**src/rtl/ram_loader.sv**
```systemverilog
// UART-fed RAM loader: receives a 16-bit little-endian word count followed by
// that many little-endian 32-bit words and writes them to consecutive RAM addresses.
module ram_loader #(
    parameter int unsigned CLKS_PER_BIT = 104,
    parameter logic [31:0] BASE_ADDR    = 32'h0000_0000,
    parameter int unsigned MAX_WORDS    = 256
) (
    input  logic        clk,
    input  logic        rst_n,
    input  logic        rxd,
    input  logic        start,
    output logic        we,
    output logic [31:0] addr,
    output logic [31:0] wd,
    output logic        busy,
    output logic        done,
    output logic        err
);

    localparam logic [15:0] HALF_M1 = 16'(CLKS_PER_BIT / 2 - 1);
    localparam logic [15:0] FULL_M1 = 16'(CLKS_PER_BIT - 1);
    localparam logic [31:0] MAX_W   = 32'(MAX_WORDS);

    localparam logic [1:0] RX_IDLE  = 2'd0;
    localparam logic [1:0] RX_START = 2'd1;
    localparam logic [1:0] RX_DATA  = 2'd2;
    localparam logic [1:0] RX_STOP  = 2'd3;

    localparam logic [1:0] ST_IDLE   = 2'd0;
    localparam logic [1:0] ST_LEN_LO = 2'd1;
    localparam logic [1:0] ST_LEN_HI = 2'd2;
    localparam logic [1:0] ST_DATA   = 2'd3;

    logic        r_rx_meta, r_rx_sync, r_rx_prev;
    logic [1:0]  r_rx_state;
    logic [15:0] r_clk_cnt;
    logic [2:0]  r_bit_idx;
    logic [7:0]  r_shift;
    logic        r_byte_valid, r_frame_err;

    logic [1:0]  r_state;
    logic [15:0] r_len;
    logic [15:0] r_word_cnt;
    logic [1:0]  r_byte_cnt;
    logic [23:0] r_word_buf;
    logic        r_we, r_busy, r_done, r_err;
    logic [31:0] r_addr, r_wd;

    logic [15:0] w_len;
    logic        w_len_bad;

    assign w_len     = {r_shift, r_len[7:0]};
    assign w_len_bad = (w_len == 16'd0) || ({16'd0, w_len} > MAX_W);

    // Two-flop synchronizer plus a delayed copy for falling-edge detection
    always_ff @(posedge clk or negedge rst_n) begin
        if (!rst_n) begin
            r_rx_meta <= 1'b1;
            r_rx_sync <= 1'b1;
            r_rx_prev <= 1'b1;
        end else begin
            r_rx_meta <= rxd;
            r_rx_sync <= r_rx_meta;
            r_rx_prev <= r_rx_sync;
        end
    end

    // 8N1 receiver; runs regardless of loader state
    always_ff @(posedge clk or negedge rst_n) begin
        if (!rst_n) begin
            r_rx_state   <= RX_IDLE;
            r_clk_cnt    <= 16'd0;
            r_bit_idx    <= 3'd0;
            r_shift      <= 8'd0;
            r_byte_valid <= 1'b0;
            r_frame_err  <= 1'b0;
        end else begin
            r_byte_valid <= 1'b0;
            r_frame_err  <= 1'b0;
            case (r_rx_state)
                RX_IDLE: begin
                    r_clk_cnt <= 16'd0;
                    r_bit_idx <= 3'd0;
                    if (r_rx_prev && !r_rx_sync) begin
                        r_rx_state <= RX_START;
                    end
                end
                RX_START: begin
                    if (r_clk_cnt == HALF_M1) begin
                        r_clk_cnt  <= 16'd0;
                        r_rx_state <= r_rx_sync ? RX_IDLE : RX_DATA;
                    end else begin
                        r_clk_cnt <= r_clk_cnt + 16'd1;
                    end
                end
                RX_DATA: begin
                    if (r_clk_cnt == FULL_M1) begin
                        r_clk_cnt <= 16'd0;
                        r_shift   <= {r_rx_sync, r_shift[7:1]};
                        r_bit_idx <= r_bit_idx + 3'd1;
                        if (r_bit_idx == 3'd7) begin
                            r_rx_state <= RX_STOP;
                        end
                    end else begin
                        r_clk_cnt <= r_clk_cnt + 16'd1;
                    end
                end
                RX_STOP: begin
                    if (r_clk_cnt == FULL_M1) begin
                        r_clk_cnt    <= 16'd0;
                        r_rx_state   <= RX_IDLE;
                        r_byte_valid <= r_rx_sync;
                        r_frame_err  <= !r_rx_sync;
                    end else begin
                        r_clk_cnt <= r_clk_cnt + 16'd1;
                    end
                end
                default: r_rx_state <= RX_IDLE;
            endcase
        end
    end

    // Loader FSM: length header, word assembly and write issue
    always_ff @(posedge clk or negedge rst_n) begin
        if (!rst_n) begin
            r_state    <= ST_IDLE;
            r_len      <= 16'd0;
            r_word_cnt <= 16'd0;
            r_byte_cnt <= 2'd0;
            r_word_buf <= 24'd0;
            r_we       <= 1'b0;
            r_addr     <= BASE_ADDR;
            r_wd       <= 32'd0;
            r_busy     <= 1'b0;
            r_done     <= 1'b0;
            r_err      <= 1'b0;
        end else begin
            r_we <= 1'b0;
            case (r_state)
                ST_IDLE: begin
                    if (start) begin
                        r_state    <= ST_LEN_LO;
                        r_done     <= 1'b0;
                        r_err      <= 1'b0;
                        r_busy     <= 1'b1;
                        r_word_cnt <= 16'd0;
                        r_byte_cnt <= 2'd0;
                    end
                end
                ST_LEN_LO: begin
                    if (r_frame_err) begin
                        r_state <= ST_IDLE;
                        r_err   <= 1'b1;
                        r_busy  <= 1'b0;
                    end else if (r_byte_valid) begin
                        r_len[7:0] <= r_shift;
                        r_state    <= ST_LEN_HI;
                    end
                end
                ST_LEN_HI: begin
                    if (r_frame_err || (r_byte_valid && w_len_bad)) begin
                        r_state <= ST_IDLE;
                        r_err   <= 1'b1;
                        r_busy  <= 1'b0;
                    end else if (r_byte_valid) begin
                        r_len   <= w_len;
                        r_state <= ST_DATA;
                    end
                end
                ST_DATA: begin
                    if (r_frame_err) begin
                        r_state <= ST_IDLE;
                        r_err   <= 1'b1;
                        r_busy  <= 1'b0;
                    end else if (r_byte_valid) begin
                        r_byte_cnt <= r_byte_cnt + 2'd1;
                        case (r_byte_cnt)
                            2'd0: r_word_buf[7:0]   <= r_shift;
                            2'd1: r_word_buf[15:8]  <= r_shift;
                            2'd2: r_word_buf[23:16] <= r_shift;
                            default: begin
                                r_we       <= 1'b1;
                                r_wd       <= {r_shift, r_word_buf};
                                r_addr     <= BASE_ADDR + {14'd0, r_word_cnt, 2'b00};
                                r_word_cnt <= r_word_cnt + 16'd1;
                                // Final word: completion is visible in the same cycle as the strobe
                                if (r_word_cnt == r_len - 16'd1) begin
                                    r_state <= ST_IDLE;
                                    r_busy  <= 1'b0;
                                    r_done  <= 1'b1;
                                end
                            end
                        endcase
                    end
                end
                default: r_state <= ST_IDLE;
            endcase
        end
    end

    assign we   = r_we;
    assign addr = r_addr;
    assign wd   = r_wd;
    assign busy = r_busy;
    assign done = r_done;
    assign err  = r_err;

endmodule

```
**config.mk**
```make
export PLATFORM = sky130hd
export DESIGN_NAME = ram_loader
export DESIGN_NICKNAME = d
export VERILOG_FILES = /design/src/rtl/ram_loader.sv
export SDC_FILE = /design/constraint.sdc
export NUM_CORES = 1
export LEC_CHECK = 0
export CAP_MARGIN = 10
export CORE_UTILIZATION = 63
export CTS_CLUSTER_DIAMETER = 120
export DETAILED_ROUTE_END_ITERATION = 6
export DONT_BUFFER_PORTS = 1
export PLACE_DENSITY = 0.89
export SYNTH_ARGS = -nofsm -noshare
export SYNTH_HDL_FRONTEND = slang
export SYNTH_SLANG_ARGS = --single-unit
```
**constraint.sdc**
```tcl
create_clock -name clk -period 3.4 [get_ports clk]
set_clock_uncertainty 0.05 [all_clocks]
set_input_delay 0 -clock clk [delete_from_list [all_inputs] [get_ports clk]]
set_output_delay 0 -clock clk [all_outputs]
set_load 0.05 [all_outputs]
```
Word level (Yosys, flattened, before mapping)
Index checks and enable logic that the tools add are counted.

operators by class
  add/subtract/negate cells = 5
  multiply operators = 0
  div/mod/pow operators = 0
  $lt $le $gt $ge = 1
  eq/ne operators = 30
  shifts and indexed selects = 0
  multiplexer cells = 60
  bitwise logic cells = 4
  reduce and logical (&&, ||, !) cells = 29

operators by type and width
  operator               count
  $mux 16                6
  $pmux 16 s3            1
  $mux 2                 18
  $add 16x1->16 const B  2
  $pmux 16 s2            1
  $mux 8                 3
  $ne 2x2->1 const B     12
  $reduce_and 4->1       6
  $mux 1                 22
  $reduce_and 6->1       3
  $eq 16x16->1           1
  $eq 16x6->1 const B    1
  $eq 16x7->1 const B    1
  $gt 16x9->1 const B    1
  $logic_not 16->1       1
  $pmux 2 s4             2
  $pmux 8 s2             1
  $sub 16x1->16 const B  1
  $ne 3x3->1 const B     5
  $eq 2x2->1 const B     5
  $reduce_and 5->1       2
  $eq 2x1->1 const B     3
  $logic_not 2->1        3
  $pmux 3 s2             1
  other kinds (18)       27

storage, ports and cells
  flip-flop bits (word level) = 146
  latch bits = 0
  memory bits (writable) = 0
  memory bits (read-only) = 0
  input port bits = 4
  output and inout bits = 68
  logic and storage cells = 152
  memories kept = 0

Depth between registers and ports, before layout
Gate-level depths: netlist of the first run.

  word-level depth = 7
  gate-level depth with buffers = 10
  mapped depth without buffers = 8

Least setup slack after synthesis of the first run
Ideal clock, no wire load.

  path type = reg2reg
  start = register r_len[2]
  end = register r_state[1]
  library setup time = 133 ps
  data arrival time = 2,609 ps
  data required time = 3,217 ps
  slack = 608 ps
  cell stages (with the launch flop) = 8
  period minus slack after synthesis = 2,792 ps
  path through = dfrtp_1 or4_1 buf_2 or4_1 o221a_1 or4_4 nor4_4 a211oi_1

between the ends
  cells in the longest elaborated chain, start to end = 6

ends and longest elaborated chain
  element                                                                RTL line  source
  start, declared                                                        42        logic [15:0] r_len;
  start signal, assigned                                                 156       r_len[7:0] <= r_shift;
  start signal, assigned                                                 166       r_len <= w_len;
  parallel branches: the longest is 6 deep, another holds $sub 16x1->16  --
  end signal, assigned                                                   162       r_state <= ST_IDLE;
  end signal, assigned                                                   167       r_state <= ST_DATA;
  end signal, assigned                                                   172       r_state <= ST_IDLE;
  end, declared                                                          41        logic [1:0] r_state;

Several ways; the timed one is not identified.
A chain may end at the register's enable or synchronous reset.

Final worst setup path of the first run
  start = register r_len[4]
  end = register r_state[1]

Same word-level chain as after synthesis.

==> results.json, run 1 <==
{
  "design_area_um2": 7460,
  "dp_hpwl_mm": 9.22,
  "clockBufferDepth": 2,
  "syn_inst": 675,
  "worstSkewPairLatency_ns": 0.54,
  "boundaryPins": 72,
  "cts_root_buf": "clkbuf_8",
  "post_drt_via_cell_ratio": 6.08,
  "ys_seq_area_share_pct": 54.1,
  "finalHoldViolCount": 0,
  "synthArstFlopShare_pct": 100,
  "die-area_um2": 11100,
  "drcViolationCount": 0,
  "cp_num_buf_inv": 0,
  "synth.area.top_cells": "dfrtp_1, nand2_1, mux2_2, xnor2_1, xor2_1",
  "nets": 684,
  "place.gp.congestion": 0.918,
  "clkPwrFrac_pct": 47.3,
  "powerDensity_nw_per_um2": 543,
  "p_sw_mw": 1.06,
  "synth_area_um2": 6750,
  "cpMaxStageDelayCell": "or4_1",
  "fmax_mhz": 339,
  "synth_commonest_cells": "nand2_1, dfrtp_1, mux2_2, nor2_1, clkbuf_1",
  "routed_wl_mm": 15.2,
  "io_buffers": 0,
  "critPathKind": "flip-flop to flip-flop",
  "drive_gt1_share_pct": 13.2,
  "coreArea_um2": 10400,
  "die_h_um": 106,
  "leakage_nw": 3.78,
  "dpl-instance-area_um2": 6780,
  "first_iter_violations": 281,
  "antenna_found_initial": 0,
  "cts.repair.resized": 0,
  "area_growth_pct": 10.5,
  "drv_slew": 0,
  "die_w_um": 106,
  "worst_slew_pin_slew_ns": 0.675,
  "cp.arrival_ns": 3.35,
  "synth_top_cell_by_area": "dfrtp_1",
  "worstSetupEndpointType": "flip-flop",
  "cts_tree": "done",
  "utilization_pct": 72.0,
  "grt_pass1_wl_mm": 25.2,
  "grt_max_degree": 147,
  "synth.distinct_cells": 55,
  "path_cells": "or4_1 > or4_1 > nor2b_1 > o311ai_1 > nor4_4 > a211oi_1",
  "hold_class": "primary input to asynchronous set/reset pin",
  "synth_edf_count": 0,
  "fin_cells": 819,
  "cp.required_ns": 3.79,
  "fin_setup_tns_ns": 0,
  "grt-ovfl-total": 0,
  "slew_headroom_pct": 55.0,
  "peakVddDrop_mv": 0.359,
  "post-route-period-util_pct": 86.9,
  "status": "completed",
  "cts_made_buffers": 17,
  "synth_top_flop_cell": "dfrtp_1",
  "crit_top_cell": "or4_1",
  "firstDrtPassIters": 5,
  "setup_viol_count_final": 0,
  "diodes": 0,
  "clock_sinks": 146,
  "drtAntennaViolNets": 0,
  "fp-row-count": 37,
  "syn_avg_cell_area_um2": 10.0,
  "seqPwrFrac_pct": 46.6,
  "slowest_delay_ns": 0.75,
  "grt_pass1_vias": 5163,
  "pwr-share-comb_pct": 6.1,
  "via_count": 4977,
  "yosysMostFrequentCell": "nand2_1",
  "synth_top_area_share_pct": 53.0,
  "dp.cells": 782,
  "h-tree-depth": 4,
  "rsz0062_at_grt": "false",
  "final.min_clock_period_ns": 2.95,
  "maxCapViolations": 0,
  "clk_transition_reported_paths_ns": 0.07,
  "track_usage_pct": 29.4,
  "p_int_mw": 3.00,
  "wl_per_cell_um": 18.6,
  "ys.warnings.count": 0,
  "critical_path.max_fanout": 12,
  "p_sw_share_pct": 26.1,
  "critPathTopFamily": "simple AND/OR/NAND/NOR gates",
  "initial_utilization_pct": 65.1,
  "cp-start-kind": "flip-flop",
  "ys_ff_latch": 146
}
==> state kept, by name (all words and copies together), names as in the netlist, 2 cells and up, named ones only <==
register,cells
wd,32
r_word_buf,24
addr,16
r_clk_cnt,16
r_len,16
r_word_cnt,16
r_shift,8
r_bit_idx,3
r_byte_cnt,2
r_state,2
==> stage by stage <==
stage | hold slack [ns] | total power, mW | setup WS [ns]
finish | 0.0822 | 4.05 | 0.447
global route | 0.142 | 4.18 | 0.261
CTS | 0.0889 | 4.07 | 0.435
detailed placement | -0.342 | 2.11 | 0.422
global placement | -0.342 | 2.09 | 0.564
floorplan | -0.346 | 2.08 | 0.608
==> worst paths after layout <==
check,depth (start not counted),slack [ns],end,startpoint
setup / recovery,6,0.45,r_state[1]$_DFFE_PN0P_,r_len[4]$_DFFE_PN0P_
hold / removal,2,0.08,addr[4]$_DFFE_PN0P_,rst_n
setup reg to reg,6,0.45,r_state[1]$_DFFE_PN0P_,r_len[4]$_DFFE_PN0P_
hold reg to reg,0,0.31,r_rx_sync$_DFF_PN1_,r_rx_meta$_DFF_PN1_
max in group asynchronous,2,2.74,wd[24]$_DFFE_PN0P_,rst_n
min in group clk,0,0.31,r_rx_sync$_DFF_PN1_,r_rx_meta$_DFF_PN1_
==> power groups by stage <==
stage | combinational [mW] | sequential, mW | clock [mW]
global route | 0.278 | 1.90 | 2.00
detailed placement | 0.200 | 1.91 | 0
CTS | 0.247 | 1.89 | 1.93
finish | 0.246 | 1.89 | 1.92
floorplan | 0.210 | 1.87 | 0
global placement | 0.184 | 1.91 | 0
==> layout make-up <==
type	instances	area (µm²)
repair buffers	11	113
clock inverters	13	169
fillers	704	2910
flip-flops and latches	146	3660
multi-input cells	475	2840
well taps	136	170
inverters	19	71.3
clock buffers	19	442
==> cells in the final DEF (no fill, tap or decap), types with 3 or more instances in the layout <==
cell and instances:
dfrtp_1 143, mux2_2 39, a21oi_1 13, buf_4 6
clkbuf_16 16, xnor2_1 22, clkbuf_8 3, nor2b_1 4
and3_1 4, xor2_1 20, o21ai_0 14, or3_1 8
o211ai_1 3, inv_1 19, nor2_1 38, conb_1 16
dlygate4sd3_1 4, inv_8 4, nand3_1 22, dfstp_2 3
or4_1 8, a211oi_1 3, a22o_1 5, and2_1 10
nor3b_1 3, nand4_1 5, o41ai_1 3, nor3_1 8
ha_1 10, nand2_1 170, nor4_1 13
==> kinds of logic after synthesis <==
group,after synthesis,synth area share [%]
other cells,1,0.0555
flops,146,54.1
xor+xnor,42,5.45
mux,42,6.97
simple gates,306,20.9
buf+inv,69,4.74
fa+ha+maj,10,1.85
compound gates,59,5.91
==> what timing repair did <==
item                                   in CTS  in global routing
hold buffers                                5                  0
endpoints found under the hold margin     168                  0
buffers inserted                            0                  0
==> metal layers <==
layer | vias to the layer above | wire, µm | track usage, %
met5 | - | 0 | 0
met4 | 0 | 367 | 12.7
met3 | 33 | 880 | 6.56
met2 | 196 | 7800 | 50.2
met1 | 2508 | 6160 | 36.0
li1 | 2240 | - | -
No activity file was read; power rests on OpenSTA's default activity.
==> inputs of run 2 (changes only) <==
Settings changed: PLACE_DENSITY 0.89 to 0.79.
==> run 2 against run 1 <==
Combinational power down 5%. First-iteration DRC count decreased by 18%. Global-route usage shrank 2.2 points. Utilization rose by 0.30 points. Die area unchanged. Critical path type unchanged. Largest cell class unchanged. Largest power group unchanged.
==> results.json, run 2 (same netlist as run 1, synthesis figures left out) <==
{
  "io_buffers": 0,
  "place.gp.congestion": 0.789,
  "grt-ovfl-total": 0,
  "clk_transition_reported_paths_ns": 0.06,
  "dp.cells": 782,
  "hold_class": "primary input to asynchronous set/reset pin",
  "cp.required_ns": 3.77,
  "holdBufCountCts": 5,
  "largest_reg_flops": 32,
  "peakVddDrop_mv": 0.349,
  "hold_slack_ns": 0.102,
  "cts.repair.resized": 0,
  "via_count": 4653,
  "timing.final.ws_setup_ns": 0.408,
  "critPathKind": "flip-flop to flip-flop",
  "clockBufferDepth": 2,
  "h-tree-depth": 4,
  "die_w_um": 106,
  "coreArea_um2": 10400,
  "cp-startpoint": "r_len[5]$_DFFE_PN0P_",
  "status": "completed",
  "fmax_mhz": 334,
  "antenna_found_initial": 0,
  "r2r_end": "r_state[1]$_DFFE_PN0P_",
  "post_drt_via_cell_ratio": 5.68,
  "final_cell_mix": "nand2_1, dfrtp_1, mux2_2",
  "maxCapViolations": 0,
  "worstSkewPairLatency_ns": 0.52,
  "cts_root_buf": "clkbuf_8",
  "post_cts_buffers": 0,
  "drcViolationCount": 0,
  "die_h_um": 106,
  "nets": 684,
  "die-area_um2": 11100,
  "first_iter_violations": 230,
  "cp.arrival_ns": 3.37,
  "setup_viol_count_final": 0,
  "post-route-period-util_pct": 88.0,
  "leakage_nw": 3.79,
  "fp-row-count": 37,
  "fin_setup_tns_ns": 0,
  "worst_slew_pin_slew_ns": 0.682,
  "powerDensity_nw_per_um2": 547,
  "grt_pass1_wl_mm": 23.5,
  "diodes": 0,
  "final_common_cell": "nand2_1",
  "area_growth_pct": 10.9,
  "boundaryPins": 72,
  "total_power_mw": 4.10,
  "fin_cells": 819,
  "finalHoldViolCount": 0,
  "cts_tree": "done",
  "r2r-start": "r_len[5]$_DFFE_PN0P_",
  "rr_worst_depth": 6,
  "dpl-instance-area_um2": 6780,
  "cp-start-kind": "flip-flop",
  "utilization_pct": 72.3,
  "dpl_worst_slack_ns": 0.427,
  "dp_hpwl_mm": 9.00,
  "drive_gt1_share_pct": 13.2,
  "final.min_clock_period_ns": 2.99,
  "worstSetupEndpointType": "flip-flop",
  "track_usage_pct": 27.2,
  "wl_per_cell_um": 16.8,
  "cts_made_buffers": 17,
  "rsz0062_at_grt": "false",
  "grt_pass1_vias": 4822,
  "clock_sinks": 146,
  "routed_wl_mm": 13.7,
  "drtAntennaViolNets": 0,
  "initial_utilization_pct": 65.1,
  "critical_path.max_fanout": 12,
  "design_area_um2": 7490,
  "drv_slew": 0,
  "grt_max_degree": 147,
  "r2r_setup_slack_ns": 0.41,
  "slew_headroom_pct": 54.5,
  "firstDrtPassIters": 4
}
-- run 2: cell types whose count changed in the layout (fill, tap and decap cells not counted) --
| cell | before | now |
|---|---|---|
| bufinv_16 | 2 | 4 |
| clkinv_2 | 1 | 0 |
| clkinv_4 | 2 | 6 |
| clkinv_8 | 1 | 0 |
| inv_6 | 2 | 1 |
| inv_8 | 4 | 1 |
-- run 2: critical path, stage by stage, from the launching register on --
cell	delay, ns
dfrtp_1	0.45
or4_1	0.76
or4_1	0.65
nor2b_1	0.19
o311ai_1	0.44
nor4_4	0.08
a211oi_1	0.26
-- run 2: layer usage --
layer | global-route usage [%] | part of all wire [%]
met1 | 35.9 | 43
met4 | 9.42 | 1.4
met2 | 44.9 | 50
met3 | 6.00 | 5.0
met5 | 0 | 0
-- run 2: layout make-up --
type,count,area [µm²]
well taps,136,170
clock inverters,13,200
multi-input cells,475,2840
clock buffers,19,442
fillers,742,2880
flip-flops and latches,146,3660
inverters,19,71.3
repair buffers,11,113
-- run 2: power breakdown --
part	internal (mW)	total, mW	switching (mW)
clock network	1.25	1.99	0.741
registers	1.80	1.88	0.0844
logic	0.0836	0.234	0.150
total	3.13	4.10	0.976
-- run 2: worst max-delay path by stage --
stage                     cells past startpoint  slack [ns]                endpoint
after floorplan                               7        0.61  r_state[1]$_DFFE_PN0P_
after detailed placement                      6        0.43  r_state[1]$_DFFE_PN0P_
after global routing                          8        0.23  r_state[0]$_DFFE_PN0P_
final                                         6        0.41  r_state[1]$_DFFE_PN0P_
after global placement                        6        0.57  r_state[1]$_DFFE_PN0P_
after CTS                                     6        0.41  r_state[1]$_DFFE_PN0P_
